`config.mk`:
```
export PLATFORM = sky130hd
export DESIGN_NAME = decode_stage
export DESIGN_NICKNAME = d
export VERILOG_FILES = /design/src/rtl/rv32_pkg.sv /design/src/rtl/imm_gen.sv /design/src/rtl/decode_stage.sv
export SDC_FILE = /design/constraint.sdc
export NUM_CORES = 1
export LEC_CHECK = 0
export CAP_MARGIN = 40
export CORE_MARGIN = 5
export CORE_UTILIZATION = 41
export CTS_BUF_LIST = sky130_fd_sc_hd__clkbuf_4
export DETAILED_ROUTE_END_ITERATION = 8
export HOLD_SLACK_MARGIN = 0.08
export PLACE_DENSITY_LB_ADDON = 0.1
export SLEW_MARGIN = 20
export SYNTH_ARGS = -nofsm -noshare
export SYNTH_HDL_FRONTEND = slang
export SYNTH_SLANG_ARGS = --single-unit
```
`constraint.sdc`:
```
create_clock -name clk -period 2.6 [get_ports clk]
set_input_delay 0.78 -clock clk [delete_from_list [all_inputs] [get_ports clk]]
set_output_delay 0.78 -clock clk [all_outputs]
set_load 0.005 [all_outputs]
```
`src/rtl/rv32_pkg.sv`:
```
// RV32I shared decode definitions: base opcodes, instruction format codes,
// the canonical NOP word and the opcode-to-format mapping.
package rv32_pkg;

   localparam logic [6:0] OPC_OP     = 7'b0110011;
   localparam logic [6:0] OPC_OP_IMM = 7'b0010011;
   localparam logic [6:0] OPC_LOAD   = 7'b0000011;
   localparam logic [6:0] OPC_STORE  = 7'b0100011;
   localparam logic [6:0] OPC_BRANCH = 7'b1100011;
   localparam logic [6:0] OPC_JAL    = 7'b1101111;
   localparam logic [6:0] OPC_JALR   = 7'b1100111;
   localparam logic [6:0] OPC_LUI    = 7'b0110111;
   localparam logic [6:0] OPC_AUIPC  = 7'b0010111;

   localparam logic [2:0] FMT_R   = 3'd0;
   localparam logic [2:0] FMT_I   = 3'd1;
   localparam logic [2:0] FMT_S   = 3'd2;
   localparam logic [2:0] FMT_B   = 3'd3;
   localparam logic [2:0] FMT_U   = 3'd4;
   localparam logic [2:0] FMT_J   = 3'd5;
   localparam logic [2:0] FMT_ILL = 3'd7;

   // addi x0,x0,0
   localparam logic [31:0] NOP = 32'h0000_0013;

   function automatic logic [2:0] opc_to_fmt(input logic [6:0] opc);
      logic [2:0] f;
      case (opc)
         OPC_OP:                         f = FMT_R;
         OPC_OP_IMM, OPC_LOAD, OPC_JALR: f = FMT_I;
         OPC_STORE:                      f = FMT_S;
         OPC_BRANCH:                     f = FMT_B;
         OPC_LUI, OPC_AUIPC:             f = FMT_U;
         OPC_JAL:                        f = FMT_J;
         default:                        f = FMT_ILL;
      endcase
      return f;
   endfunction

endpackage

```
`src/rtl/imm_gen.sv`:
```
// Immediate generator: builds the sign-extended immediate of an RV32I word
// for a given format. Purely combinational so the branch unit can reuse it.
module imm_gen
   import rv32_pkg::*;
#(
   parameter int XLEN = 32
) (
   input  logic [31:0]     insn,
   input  logic [2:0]      fmt,
   output logic [XLEN-1:0] imm
);

   // The opcode bits carry no immediate information.
   logic w_unused_opc;
   assign w_unused_opc = ^insn[6:0];

   // Select and sign-extend the immediate fields from insn[31].
   always_comb begin
      imm = '0;
      case (fmt)
         FMT_I: imm = XLEN'($signed(insn[31:20]));
         FMT_S: imm = XLEN'($signed({insn[31:25], insn[11:7]}));
         FMT_B: imm = XLEN'($signed({insn[31], insn[7], insn[30:25], insn[11:8], 1'b0}));
         FMT_U: imm = XLEN'($signed({insn[31:12], 12'b0}));
         FMT_J: imm = XLEN'($signed({insn[31], insn[19:12], insn[20], insn[30:21], 1'b0}));
         default: imm = '0;
      endcase
   end

endmodule

```
`src/rtl/decode_stage.sv`:
```
// IF/ID pipeline stage: one-entry instruction/PC register behind a
// valid/ready handshake, with combinational decode of the held word.
module decode_stage
   import rv32_pkg::*;
#(
   parameter int          XLEN     = 32,
   parameter logic [31:0] NOP_INSN = NOP
) (
   input  logic            clk,
   input  logic            rst,
   input  logic            in_valid,
   output logic            in_ready,
   input  logic [31:0]     in_insn,
   input  logic [XLEN-1:0] in_pc,
   input  logic            flush,
   output logic            out_valid,
   input  logic            out_ready,
   output logic [4:0]      a1,
   output logic [4:0]      a2,
   output logic [4:0]      rd,
   output logic            reg_we,
   output logic [XLEN-1:0] imm,
   output logic [2:0]      fmt,
   output logic [2:0]      funct3,
   output logic            funct7_5,
   output logic [XLEN-1:0] out_pc,
   output logic            illegal
);

   logic            r_valid;
   logic [31:0]     r_insn;
   logic [XLEN-1:0] r_pc;

   logic            w_in_ready;
   logic            w_capture;
   logic [2:0]      w_fmt;
   logic [4:0]      w_rd;

   // in_ready depends only on registered state and out_ready, never on in_valid.
   assign w_in_ready = !r_valid || out_ready;
   assign w_capture  = in_valid && w_in_ready;

   // Pipeline register: flush beats capture, capture beats drain.
   always_ff @(posedge clk or negedge rst) begin
      if (!rst) begin
         r_valid <= 1'b0;
         r_insn  <= NOP_INSN;
         r_pc    <= '0;
      end else if (flush) begin
         r_valid <= 1'b0;
         r_insn  <= NOP_INSN;
      end else if (w_capture) begin
         r_valid <= 1'b1;
         r_insn  <= in_insn;
         r_pc    <= in_pc;
      end else if (out_ready) begin
         r_valid <= 1'b0;
      end
   end

   assign w_fmt = opc_to_fmt(r_insn[6:0]);
   assign w_rd  = r_insn[11:7];

   // Register addresses are zeroed for formats that do not read them so the
   // hazard logic downstream never sees a false dependency.
   always_comb begin
      a1 = r_insn[19:15];
      a2 = r_insn[24:20];
      if (w_fmt == FMT_U || w_fmt == FMT_J || w_fmt == FMT_ILL)
         a1 = 5'd0;
      if (!(w_fmt == FMT_R || w_fmt == FMT_S || w_fmt == FMT_B))
         a2 = 5'd0;
   end

   // Writeback enable: only formats with a destination, and never for x0.
   always_comb begin
      reg_we = 1'b0;
      if (w_fmt == FMT_R || w_fmt == FMT_I || w_fmt == FMT_U || w_fmt == FMT_J)
         reg_we = (w_rd != 5'd0);
   end

   imm_gen #(.XLEN(XLEN)) u_imm_gen (
      .insn (r_insn),
      .fmt  (w_fmt),
      .imm  (imm)
   );

   assign in_ready  = w_in_ready;
   assign out_valid = r_valid;
   assign rd        = w_rd;
   assign fmt       = w_fmt;
   assign funct3    = r_insn[14:12];
   assign funct7_5  = r_insn[30];
   assign out_pc    = r_pc;
   assign illegal   = (w_fmt == FMT_ILL);

endmodule

```
==> results.json <==
{
  "io_buffers": 158,
  "p_seq_share_pct": 41.8,
  "drive_above_1_share_pct": 45.6,
  "rsz0062_at_grt": "true",
  "p_comb_share_pct": 30.3,
  "p_sw_share_pct": 27.2,
  "die-area_mm2": 0.00922,
  "worstSetupEndpoint": "imm[13]",
  "drt_iter0_drc": 68,
  "drt_pass1_iterations": 4,
  "powerDensity_mw_per_mm2": 523,
  "crit_path_end_kind": "output port",
  "clock.fmax_mhz": 334,
  "syn_nets": 317,
  "syn_area_mm2": 0.00303,
  "arrival_ns": 2.22,
  "clk_latency_ns": 0.41,
  "cellLeakagePower_nw": 2.67,
  "yosys_warnings": 0,
  "hp-class": "primary input to asynchronous set/reset pin",
  "rrSetupSlack_ns": 1.00,
  "worst_slew_pin_slew_ns": 0.701,
  "routed_wl_um": 10300,
  "peakVddDrop_v": 0.000423,
  "root_buffer": "clkbuf_4",
  "synth_edf_count": 0,
  "die_x_um": 96.0,
  "cts_tree": "built",
  "final.min_clock_period_ns": 3.00,
  "required_ns": 1.82,
  "crit_type": "flop to output port",
  "nNetsFinal": 540,
  "grt_pass1_vias": 3165,
  "crit_start": "r_insn[6]",
  "syn_inst": 248,
  "p_sw_mw": 0.783,
  "synth_seq_cells": 65,
  "final.period_utilization_pct": 115,
  "grt_max_degree": 30,
  "dp_hpwl_um": 6760,
  "muxShareOfSynthArea_pct": 11.9,
  "yosys.area_share.simple_pct": 9.69,
  "cpMostUsedCell": "buf_6",
  "routed_via_density": 4.99,
  "final_antenna_net_count": 0,
  "initial_utilization_pct": 42.1,
  "gp_congestion": 0.800,
  "report.final.slew_viol_count": 0,
  "finalHoldViolations": 0,
  "post-place-cells": 510,
  "fp-row-count": 31,
  "worstPathCellList": "buf_6 -> buf_6 -> nor2_4 -> o211ai_1 -> buf_4 -> buf_6 -> nor3_4 -> buf_12 -> a21o_1 -> buf_2",
  "worst-path-max-fanout": 8,
  "cts_buffer_depth": 2,
  "cp_slowest_cell": "dfrtp_2",
  "synth_top_family_by_area": "compound AO/OA/AOI/OAI gates",
  "final-setup-viol-count": 44,
  "p_int_mw": 2.10,
  "ys.flop_type": "dfrtp_1",
  "diodes": 0,
  "startpoint_type": "flop",
  "grtUsageMet2_pct": 39.5,
  "use_met3_pct": 7.66,
  "avgRoutedWirePerCell_um": 17.9,
  "postSynthAreaPerCell_um2": 12.2,
  "setup_slack_ns": -0.397,
  "synth-xor-area-share_pct": 0,
  "reg2reg_depth": 6,
  "whs_ns": 0.397,
  "route.detailed.drc": 0,
  "violations": "negative setup slack",
  "skew_ns": 0.0110,
  "synth-compound-area-share_pct": 19.5,
  "met1_usage_pct": 25.6,
  "grt.total_usage_pct": 22.5,
  "cts_buffers": 9,
  "antenna_found_initial": 0,
  "grt_overflow": 0,
  "core-area_mm2": 0.00721,
  "vias": 2868,
  "cts_sinks": 65,
  "drv_cap": 0,
  "die_h_um": 96.0,
  "io_pins": 159,
  "syn_to_final_growth_pct": 81.8,
  "worstReg2RegStart": "out_valid",
  "synthAdderAreaFrac_pct": 0,
  "grt.busiest_layer": "met2",
  "slew_headroom_pct": 53.3,
  "clk_pin_slew_worst_paths_ns": 0.12,
  "critical_path.max_stage_delay_ns": 0.47,
  "yosysSeqAreaShare_pct": 53.7,
  "power.share.clock_pct": 27.9,
  "r2r_end": "out_pc[14]",
  "synth_cell_type_count": 38,
  "htreeDepth": 3,
  "synthArstFlopShare_pct": 100,
  "status": "finished with violations",
  "grt_pass1_wl_um": 15900,
  "finalNonFillerCells": 575
}
-- how the worst min path moves through the flow --
stage                      end  startpoint  cells past startpoint
floorplan            out_pc[0]         rst                      0
CTS                 out_pc[15]         rst                      1
global placement    out_pc[23]  out_pc[23]                      1
global route        out_pc[16]         rst                      1
finish              out_pc[16]         rst                      1
detailed placement  out_pc[13]  out_pc[13]                      1
-- area by class of cell --
class / count / area (um2)
inverters: 4 / 15.0
fillers: 506 / 1700
multi-input cells: 154 / 1390
flip-flops and latches: 65 / 1630
clock inverters: 6 / 92.6
clock buffers: 10 / 75.1
well taps: 99 / 124
repair buffers: 237 / 2190
-- cell families after synthesis --
family,after synthesis
AO/OA/AOI/OAI,72
buffers and inverters,29
flip-flops,65
multiplexers,32
AND/OR/NAND/NOR,50
-- Yosys cell counts (all sizes together), types with 2 or more instances --
cell	n	area share, %
dfstp	3	2.6
a21oi	5	0.95
nand2b	2	0.41
and2	17	3.5
o21ai	4	0.66
mux2	32	12
nor3	3	0.66
inv	4	0.49
nand4b	2	0.58
buf	22	4.3
a21o	21	5.2
a22o	33	9.5
dfrtp	62	51
o22a	3	0.87
nand2	7	0.87
nor2	10	1.3
clkbuf	3	0.37
-- what timing repair did --
action,CTS,global route
buffers inserted,42,13
endpoints found under the setup margin,48,47
cloned,3,0
hold buffers,0,0
resized for setup,247,35
hold endpoints to repair,0,0
pin swaps,38,22
-- cell usage in the layout, fill, tap and decap left out, drive strengths merged --
| master | instances |
|---|---|
| o21a | 1 |
| nor2 | 10 |
| clkinv | 2 |
| nand2b | 2 |
| or3b | 1 |
| and2 | 17 |
| dlygate4sd2 | 1 |
| and3b | 1 |
| dfstp | 3 |
| nand3b | 1 |
| dfrtp | 62 |
| clkdlybuf4s50 | 109 |
| nand4b | 2 |
| a2111oi | 1 |
| mux2 | 32 |
| o21ai | 4 |
| a22o | 33 |
| and3 | 1 |
| a21oi | 5 |
| nor3 | 3 |
| or4b | 1 |
| a2111o | 1 |
| o22a | 3 |
| bufinv | 2 |
| nand2 | 7 |
| o211ai | 1 |
| a21o | 21 |
| a211o | 1 |
| clkbuf | 11 |
| buf | 126 |
| inv | 4 |
| nor4 | 1 |
| a211oi | 1 |
| or2 | 1 |
| clkinvlp | 2 |
| or4 | 1 |
| nor3b | 1 |
-- power by group through the flow --
stage | Clock [mW] | Sequential, mW | Combinational [mW]
6_report | 0.805 | 1.20 | 0.874
5_1_grt | 0.872 | 1.22 | 0.936
4_1_cts | 0.823 | 1.20 | 0.849
3_5_place_dp | 0 | 1.22 | 0.758
3_3_place_gp | 0 | 1.21 | 0.746
2_1_floorplan | 0 | 1.21 | 0.256
-- registers in the layout, indices dropped and copies added (netlist names) --
register / cells
out_pc: 32
out_valid: 1
r_insn: 32
-- metrics by stage --
| step | instance area (um2) | util (%) | TNS (ns) | setup slack, ns | power, mW |
|---|---|---|---|---|---|
| 6_report | 5520 | 76.4 | -9.90 | -0.397 | 2.88 |
| 2_1_floorplan | 3030 | - | 0 | 0.250 | 1.47 |
| 5_1_grt | 5520 | 76.4 | -13.57 | -0.452 | 3.03 |
| 4_1_cts | 5390 | 74.7 | -7.79 | -0.367 | 2.87 |
| 3_3_place_gp | 4870 | 67.5 | -2.66 | -0.127 | 1.96 |
| 3_5_place_dp | 4870 | 67.5 | -3.78 | -0.150 | 1.98 |
-- routing by layer --
metal | wire length, um | vias up
li1 | - | 1340
met5 | 0 | -
met4 | 143 | 0
met2 | 5340 | 98
met1 | 3910 | 1417
met3 | 882 | 13
-- critical path, delay by kind of cell, from the launching register on --
kind	cells	cell delay (ns)
flops	1	0.47
simple gates	2	0.35
buf+inv	6	0.78
compound gates	2	0.20
Power figures use the tool's default switching activity.
